$ cat config.mk
export PLATFORM = sky130hd
export DESIGN_NAME = mem_port_arbiter
export DESIGN_NICKNAME = d
export VERILOG_FILES = /design/src/rtl/mem_arb_pkg.sv /design/src/rtl/mem_arb_pick.sv /design/src/rtl/mem_port_arbiter.sv
export SDC_FILE = /design/constraint.sdc
export NUM_CORES = 1
export LEC_CHECK = 0
export CAP_MARGIN = 30
export CORE_AREA = 2 2 118 120
export CTS_CLUSTER_SIZE = 25
export DETAILED_ROUTE_END_ITERATION = 12
export DIE_AREA = 0 0 120 122
export PLACE_DENSITY = 0.55
export SYNTH_ARGS = -nofsm -noshare
export SYNTH_HDL_FRONTEND = slang
export SYNTH_SLANG_ARGS = --single-unit
$ cat constraint.sdc
create_clock -name clk -period 1.1 [get_ports clk]
set_input_delay 0.11 -clock clk [delete_from_list [all_inputs] [get_ports clk]]
set_output_delay 0.11 -clock clk [all_outputs]
set_load 0.005 [all_outputs]
$ cat src/rtl/mem_arb_pkg.sv
// Shared types for the SRAM port arbiter: FSM states, owner encoding and
// the width of the consecutive-vector-grant counter.
package mem_arb_pkg;

    typedef enum logic [1:0] {ARB_IDLE, ARB_ISSUE, ARB_RESP} arb_state_t;
    typedef enum logic {OWN_CPU, OWN_VEC} arb_owner_t;

    localparam int VEC_RUN_W = 4;
    localparam logic [VEC_RUN_W-1:0] VEC_RUN_MAX = '1;

endpackage

$ cat src/rtl/mem_arb_pick.sv
// Combinational winner selection for mem_port_arbiter.
// ARB_ROUND_ROBIN_EN selects round-robin tie-break; otherwise the vector unit wins ties.
module mem_arb_pick
    import mem_arb_pkg::*;
#(
    parameter int MAX_VEC_GRANTS = 4
) (
    input  logic                 cpu_valid,
    input  logic                 vec_valid,
    input  arb_owner_t           last,
    input  logic [VEC_RUN_W-1:0] vec_run,
    output arb_owner_t           winner
);

    logic cpu_starved;

    assign cpu_starved = (vec_run >= VEC_RUN_W'(MAX_VEC_GRANTS));

`ifndef ARB_ROUND_ROBIN_EN
    // Fixed priority ignores the history input; keep it formally consumed.
    logic unused_last;
    assign unused_last = last;
`endif

    always_comb begin
        winner = OWN_CPU;
        if (cpu_valid && vec_valid) begin
            if (cpu_starved) begin
                winner = OWN_CPU;
            end else begin
`ifdef ARB_ROUND_ROBIN_EN
                winner = (last == OWN_CPU) ? OWN_VEC : OWN_CPU;
`else
                winner = OWN_VEC;
`endif
            end
        end else if (vec_valid) begin
            winner = OWN_VEC;
        end
    end

endmodule

$ cat src/rtl/mem_port_arbiter.sv
// Shares one single-port SRAM between the CPU and the vector unit, one
// IDLE -> ISSUE -> RESP transaction at a time. Option macro: ARB_ROUND_ROBIN_EN.
module mem_port_arbiter
    import mem_arb_pkg::*;
#(
    parameter int ADDR_WIDTH     = 32,
    parameter int DATA_WIDTH     = 32,
    parameter int MAX_VEC_GRANTS = 4
) (
    input  logic                    clk,
    input  logic                    resetn,
    input  logic                    cpu_valid,
    input  logic [ADDR_WIDTH-1:0]   cpu_addr,
    input  logic [DATA_WIDTH-1:0]   cpu_wdata,
    input  logic [DATA_WIDTH/8-1:0] cpu_wstrb,
    output logic                    cpu_ready,
    output logic [DATA_WIDTH-1:0]   cpu_rdata,
    input  logic                    vec_valid,
    input  logic [ADDR_WIDTH-1:0]   vec_addr,
    input  logic [DATA_WIDTH-1:0]   vec_wdata,
    input  logic [DATA_WIDTH/8-1:0] vec_wstrb,
    output logic                    vec_ready,
    output logic [DATA_WIDTH-1:0]   vec_rdata,
    output logic                    sram_en,
    output logic [DATA_WIDTH/8-1:0] sram_wstrb,
    output logic [ADDR_WIDTH-1:0]   sram_addr,
    output logic [DATA_WIDTH-1:0]   sram_wdata,
    input  logic [DATA_WIDTH-1:0]   sram_rdata,
    output logic                    busy
);

    arb_state_t           state_q, state_d;
    arb_owner_t           owner_q, owner_d;
    arb_owner_t           winner, last_sel;
    logic [VEC_RUN_W-1:0] vec_run_q, vec_run_d;
    logic                 grant;

    // Requests are only sampled in IDLE, so one dropped while in flight is never re-granted.
    assign grant = (state_q == ARB_IDLE) && (cpu_valid || vec_valid);

`ifdef ARB_ROUND_ROBIN_EN
    arb_owner_t last_q, last_d;

    always_comb begin
        last_d = last_q;
        if (grant) begin
            last_d = winner;
        end
    end

    always_ff @(posedge clk or negedge resetn) begin
        if (!resetn) begin
            last_q <= OWN_CPU;
        end else begin
            last_q <= last_d;
        end
    end

    assign last_sel = last_q;
`else
    assign last_sel = OWN_CPU;
`endif

    mem_arb_pick #(
        .MAX_VEC_GRANTS(MAX_VEC_GRANTS)
    ) u_pick (
        .cpu_valid(cpu_valid),
        .vec_valid(vec_valid),
        .last     (last_sel),
        .vec_run  (vec_run_q),
        .winner   (winner)
    );

    always_comb begin
        // NOTE: every signal written here gets a default first so no path infers a latch.
        state_d    = state_q;
        owner_d    = owner_q;
        vec_run_d  = vec_run_q;
        busy       = (state_q != ARB_IDLE);
        sram_en    = 1'b0;
        sram_wstrb = '0;
        sram_addr  = '0;
        sram_wdata = '0;
        cpu_ready  = 1'b0;
        cpu_rdata  = '0;
        vec_ready  = 1'b0;
        vec_rdata  = '0;

        case (state_q)
            ARB_IDLE: begin
                if (grant) begin
                    state_d = ARB_ISSUE;
                    owner_d = winner;
                    if (winner == OWN_VEC) begin
                        vec_run_d = (vec_run_q == VEC_RUN_MAX) ? vec_run_q
                                                               : vec_run_q + VEC_RUN_W'(1);
                    end else begin
                        vec_run_d = '0;
                    end
                end
            end
            ARB_ISSUE: begin
                state_d = ARB_RESP;
                sram_en = 1'b1;
                if (owner_q == OWN_VEC) begin
                    sram_wstrb = vec_wstrb;
                    sram_addr  = vec_addr;
                    sram_wdata = vec_wdata;
                end else begin
                    sram_wstrb = cpu_wstrb;
                    sram_addr  = cpu_addr;
                    sram_wdata = cpu_wdata;
                end
            end
            ARB_RESP: begin
                // The response is emitted even if the owner has withdrawn its request.
                state_d = ARB_IDLE;
                if (owner_q == OWN_VEC) begin
                    vec_ready = 1'b1;
                    vec_rdata = sram_rdata;
                end else begin
                    cpu_ready = 1'b1;
                    cpu_rdata = sram_rdata;
                end
            end
            default: begin
                state_d = ARB_IDLE;
            end
        endcase
    end

    // NOTE: state updates use non-blocking assignments so every flop samples pre-edge values.
    always_ff @(posedge clk or negedge resetn) begin
        if (!resetn) begin
            state_q   <= ARB_IDLE;
            owner_q   <= OWN_CPU;
            vec_run_q <= '0;
        end else begin
            state_q   <= state_d;
            owner_q   <= owner_d;
            vec_run_q <= vec_run_d;
        end
    end

endmodule

==> metrics.txt, run 1 <==
status finished with violations; failing checks setup timing; Leakage 3.03 nW; CP max FO 5; final hold violation count 0; fillers 1313; Final Max Tran Viols 0; antenna cells 0; CTS Sinks 7; TritonRoute pass-1 iters 4; CP arrival 1670 ps; cts bufs inserted 3; IO buf count 307; Mapped Area 1840 um^2; Post-DRT Antenna Nets 0; DRC 0; CP bufs+invs 4; worst vdd ir 0.916 mV; final hold slack 151 ps; NumNets Final 810; root buffer cell clkbuf_16; Cell Rows 43; vias in the first global route 3075; Synth Warn # 0; Post-Route WL 13200 um; GPL Wtd Cong 0.791; die area 14600 um^2; post-synthesis average cell area 7.09 um^2; Crit path largest cell delay 490 ps; crit start category flip-flop; # hold bufs at CTS 0; I/O pin total 308; actual slew at the worst max-slew pin 375 ps; post-route core utilization 0.476; final worst slack -683 ps; Chip Height 122 um; Tot GR Track Use 0.145; Max Cap Violations 0; CP most frequent cell buf_6; CTS tree built; Crit Path Class flip-flop to output port; post-DP HPWL 9240 um; clock buffer depth 2; Netlist cell types 28; Layout Area Growth over Synthesis 249%; Mapped Nets 433; Synth top area share 0.374; crit path time final 1780 ps; Avg WL per Cell 16.2 um; Worst Path Required 990 ps; first-pass GRT wire length 16500 um; via count 3324; CP endpoint kind output port; leading cell types in the layout, fill and taps excluded 171 x clkdlybuf4s50_1, 97 x buf_6, 62 x mux2i_1; Synth area leaders mux2i_1 37%, and2_1 22%, nor2_1 14%; clk slew on worst S/H paths 30 ps; number of synthesized register bits 7; most common cell after layout, fill and taps aside clkdlybuf4s50_1; DRT iter0 DRCs 50; Max Clock Skew 0.519 ps; Placeable Area 13500 um^2; grt total ovfl 0; Worst-Skew Late Latency 230 ps; largest net degree at the start of global routing 34; Peak Freq 561 MHz; HP Class input port to async pin; critical path cell sequence and3b_2, clkbuf_16, buf_6, buf_6, and2_4, buf_6; vias per inst 4.07; Die X 120 um; final setup violation count 142; initial antenna violation count 0; initial core utilization 0.137; Cells after Synth 260; delay-heaviest family, CP flip-flops; Seq/Total Area, Yosys 0.0950; CP max stage cell dfrtp_4; PD cells 1950 nW/um^2; share of cells above drive strength 1 0.531; worst slew margin relative to its limit 0.749; # H-tree levels 1; Final period util 1.62; RSZ-0062 raised after global routing yes; top cell type by total area after synthesis mux2i_1
-- worst paths after layout --
kind,start,endpoint,slack [ps],cells past startpoint
worst max-delay path,owner_q,vec_rdata[11],-680,6
worst min register to register,vec_run_q[2],vec_run_q[2],600,2
worst min-delay path,resetn,vec_run_q[2],150,1
worst max register to register,state_q[0],vec_run_q[3],-220,5
max in group asynchronous,resetn,owner_q,670,1
min in group clk,vec_run_q[2],vec_run_q[2],600,2
-- metrics by stage --
step | total power [mW] | instances | instance area (um^2) | TNS [ps] | setup slack [ps]
6_report | 12.5 | 816 | 6430 | -73680 | -683
5_1_grt | 13.3 | 816 | 6430 | -80430 | -722
4_1_cts | 9.71 | 766 | 5680 | -91360 | -832
3_5_place_dp | 8.60 | 752 | 5470 | -76490 | -623
3_3_place_gp | 8.57 | 752 | 5470 | -75700 | -610
2_1_floorplan | 4.16 | 260 | 2040 | -2010 | -80.9
-- timing repair --
item / CTS / global route
cloned: 4 / 9
buffers inserted: 6 / 48
pin swaps: 10 / 40
endpoints found under the setup margin: 142 / 143
resized for setup: 151 / 459
-- cell families (layout without fill, tap and decap cells) --
kind of cell,count (synthesis),in the layout,synth area share
AO/OA/AOI/OAI,13,13,0.0536
adder cells (fa/ha/maj),1,1,0.00678
buffers and inverters,27,403,0.0753
flip-flops,7,7,0.0950
multiplexers,69,69,0.374
AND/OR/NAND/NOR,143,143,0.395
-- state kept, by name, summed over array words and instances, names as in the netlist --
name and cells:
owner_q 1, state_q 2, vec_run_q 4
-- synth_stat cells, drive strengths merged --
| cell | instances |
|---|---|
| a22o | 2 |
| o211ai | 1 |
| and3b | 1 |
| nor2 | 71 |
| clkinv | 1 |
| nand4b | 1 |
| nand2b | 1 |
| a32o | 1 |
| a21oi | 2 |
| a21o | 1 |
| nand4 | 1 |
| dfrtp | 7 |
| inv | 4 |
| o21ai | 4 |
| nor3b | 1 |
| nand2 | 3 |
| clkbuf | 1 |
| buf | 21 |
| a31oi | 1 |
| and2 | 64 |
| mux2i | 69 |
| ha | 1 |
| o41ai | 1 |
-- layer usage --
metal	track usage	up-vias	share of wire
met5	0	-	0
met4	0.0419	0	0.023
met3	0.0375	21	0.074
met2	0.279	167	0.54
met1	0.153	1523	0.36
li1	-	1613	-
-- area by class of cell --
cell class              count  area (um^2)  share of cell area
repair buffers            394         3950               0.614
multi-input cells         226         1980               0.307
well taps                 180          225              0.0350
flip-flops and latches      7          180              0.0280
clock buffers               4         78.8              0.0123
inverters                   5         21.3             0.00331
-- report_power, final --
| group | leakage, nW | switching [mW] | internal, mW |
|---|---|---|---|
| Clock | 0.0382 | 0.136 | 0.482 |
| Sequential | 0.0876 | 0.138 | 0.382 |
| Combinational | 2.90 | 4.45 | 6.93 |
| Total | 3.03 | 4.73 | 7.80 |
Power figures use the tool's default switching activity.
==> run 2, diff against run 1 <==
--- a/config.mk
+++ b/config.mk
@@ -10,7 +10,7 @@
 export CTS_CLUSTER_SIZE = 25
 export DETAILED_ROUTE_END_ITERATION = 12
 export DIE_AREA = 0 0 120 122
-export PLACE_DENSITY = 0.55
+export PLACE_DENSITY = 0.53
 export SYNTH_ARGS = -nofsm -noshare
 export SYNTH_HDL_FRONTEND = slang
 export SYNTH_SLANG_ARGS = --single-unit
==> constraint.sdc (replaced) <==
create_clock -name clk -period 2.2 [get_ports clk]
set_input_delay 0.22 -clock clk [delete_from_list [all_inputs] [get_ports clk]]
set_output_delay 0.22 -clock clk [all_outputs]
set_load 0.005 [all_outputs]
==> metrics.txt, run 2 (synthesis results as in run 1) <==
Layout Area Growth over Synthesis 182%; Avg WL per Cell 13.5 um; DRT iter0 DRCs 80; CP endpoint kind output port; CTS Sinks 7; Cell Rows 43; antenna cells 0; initial core utilization 0.137; leading cell types in the layout, fill and taps excluded 307 x clkdlybuf4s50_1, 70 x nor2_1, 69 x mux2i_1; vias in the first global route 2658; NumNets Final 728; Worst Path Required 1980 ps; status completed; Worst-Skew Late Latency 230 ps; Post-DRT Antenna Nets 0; TritonRoute pass-1 iters 4; final hold slack 270 ps; critical path cell sequence nor3b_2, buf_12, and2_1, clkdlybuf4s50_1; Seq pwr share 0.067; CTS tree built; via count 2887; crit path time final 2050 ps; # hold bufs at CTS 0; worst slew margin relative to its limit 0.748; CTS resizes 0; GPL Wtd Cong 0.860; CP arrival 1830 ps; Max Clock Skew 1.02 ps; Final Max Tran Viols 0; initial antenna violation count 0; Post-Route WL 9940 um; setup TNS 0 ps; Crit path largest cell delay 500 ps; CP bufs+invs 2; Crit Path Class flip-flop to output port; Comb pwr share 0.857; clock buffer depth 2; IO buf count 307; most common cell after layout, fill and taps aside clkdlybuf4s50_1; final setup violation count 0; Inst Count DP 730; Peak Freq 488 MHz; RSZ-0062 raised after global routing no; Chip Height 122 um; vias per inst 3.93; post-route core utilization 0.385; final worst slack 151 ps; crit start category flip-flop; Max Cap Violations 0; Power Internal 2.52 mW; DRC 0; Final Cell Area 5190 um^2; root buffer cell clkbuf_16; overall power 4.02 mW; PD cells 774 nW/um^2; Largest register FFs 4; placed inst area 5120 um^2; fillers 1382; non-filler cells, final 734; worst vdd ir 0.442 mV; Post-CTS Setup Bufs 0; actual slew at the worst max-slew pin 378 ps; Leakage 2.08 nW; final hold violation count 0; Tot GR Track Use 0.119; CP max FO 33; Final period util 0.931; clock share of power 0.076; first-pass GRT wire length 14200 um; Die X 120 um; post-DP HPWL 8230 um; Largest Register vec_run_q; # H-tree levels 1; CP max stage cell clkdlybuf4s50_1; post-place setup slack 389 ps; biggest registers after layout vec_run_q: 4 flops, state_q: 2 flops, owner_q: 1 flops; Placeable Area 13500 um^2; delay-heaviest family, CP buffers and inverters; Net Sw Frac 0.374; clk slew on worst S/H paths 30 ps; I/O pin total 308; share of cells above drive strength 1 0.0253; largest net degree at the start of global routing 71; total net switching power 1.50 mW; die area 14600 um^2; grt total ovfl 0; HP Class input port to async pin; cts bufs inserted 3
[run 2: power by group through the flow]
| stage | Sequential (mW) | Clock [mW] | Combinational (mW) |
|---|---|---|---|
| 2_1_floorplan | 0.237 | 0 | 1.62 |
| 3_3_place_gp | 0.267 | 0 | 3.49 |
| 3_5_place_dp | 0.271 | 0 | 3.49 |
| 4_1_cts | 0.270 | 0.310 | 3.51 |
| 5_1_grt | 0.282 | 0.316 | 3.73 |
| 6_report | 0.271 | 0.305 | 3.45 |
[run 2: path summary, 6_finish.rpt]
check                        startpoint             to  slack (ps)  cells past startpoint
max in group asynchronous        resetn        owner_q        1640                      1
hold / removal                   resetn     state_q[0]         270                      1
hold reg to reg            vec_run_q[1]   vec_run_q[1]         560                      1
setup reg to reg           vec_run_q[0]   vec_run_q[1]         830                      5
min in group clk           vec_run_q[1]   vec_run_q[1]         560                      1
setup / recovery                owner_q  cpu_rdata[24]         150                      4
[run 2: layout make-up]
| cell class | count | area (um^2) | share of cell area |
|---|---|---|---|
| flip-flops and latches | 7 | 179 | 0.0344 |
| multi-input cells | 226 | 1530 | 0.295 |
| well taps | 180 | 225 | 0.0434 |
| repair buffers | 312 | 3160 | 0.608 |
| inverters | 5 | 18.8 | 0.00361 |
| clock buffers | 4 | 78.8 | 0.0152 |
[run 2: per-layer routing]
metal	global-route usage	up-vias	wire, um	share of wire
li1	-	1448	-	-
met1	0.137	1271	3840	0.39
met2	0.225	162	5110	0.51
met3	0.0286	6	913	0.092
met4	0.0206	0	76	0.0076
met5	0	-	0	0
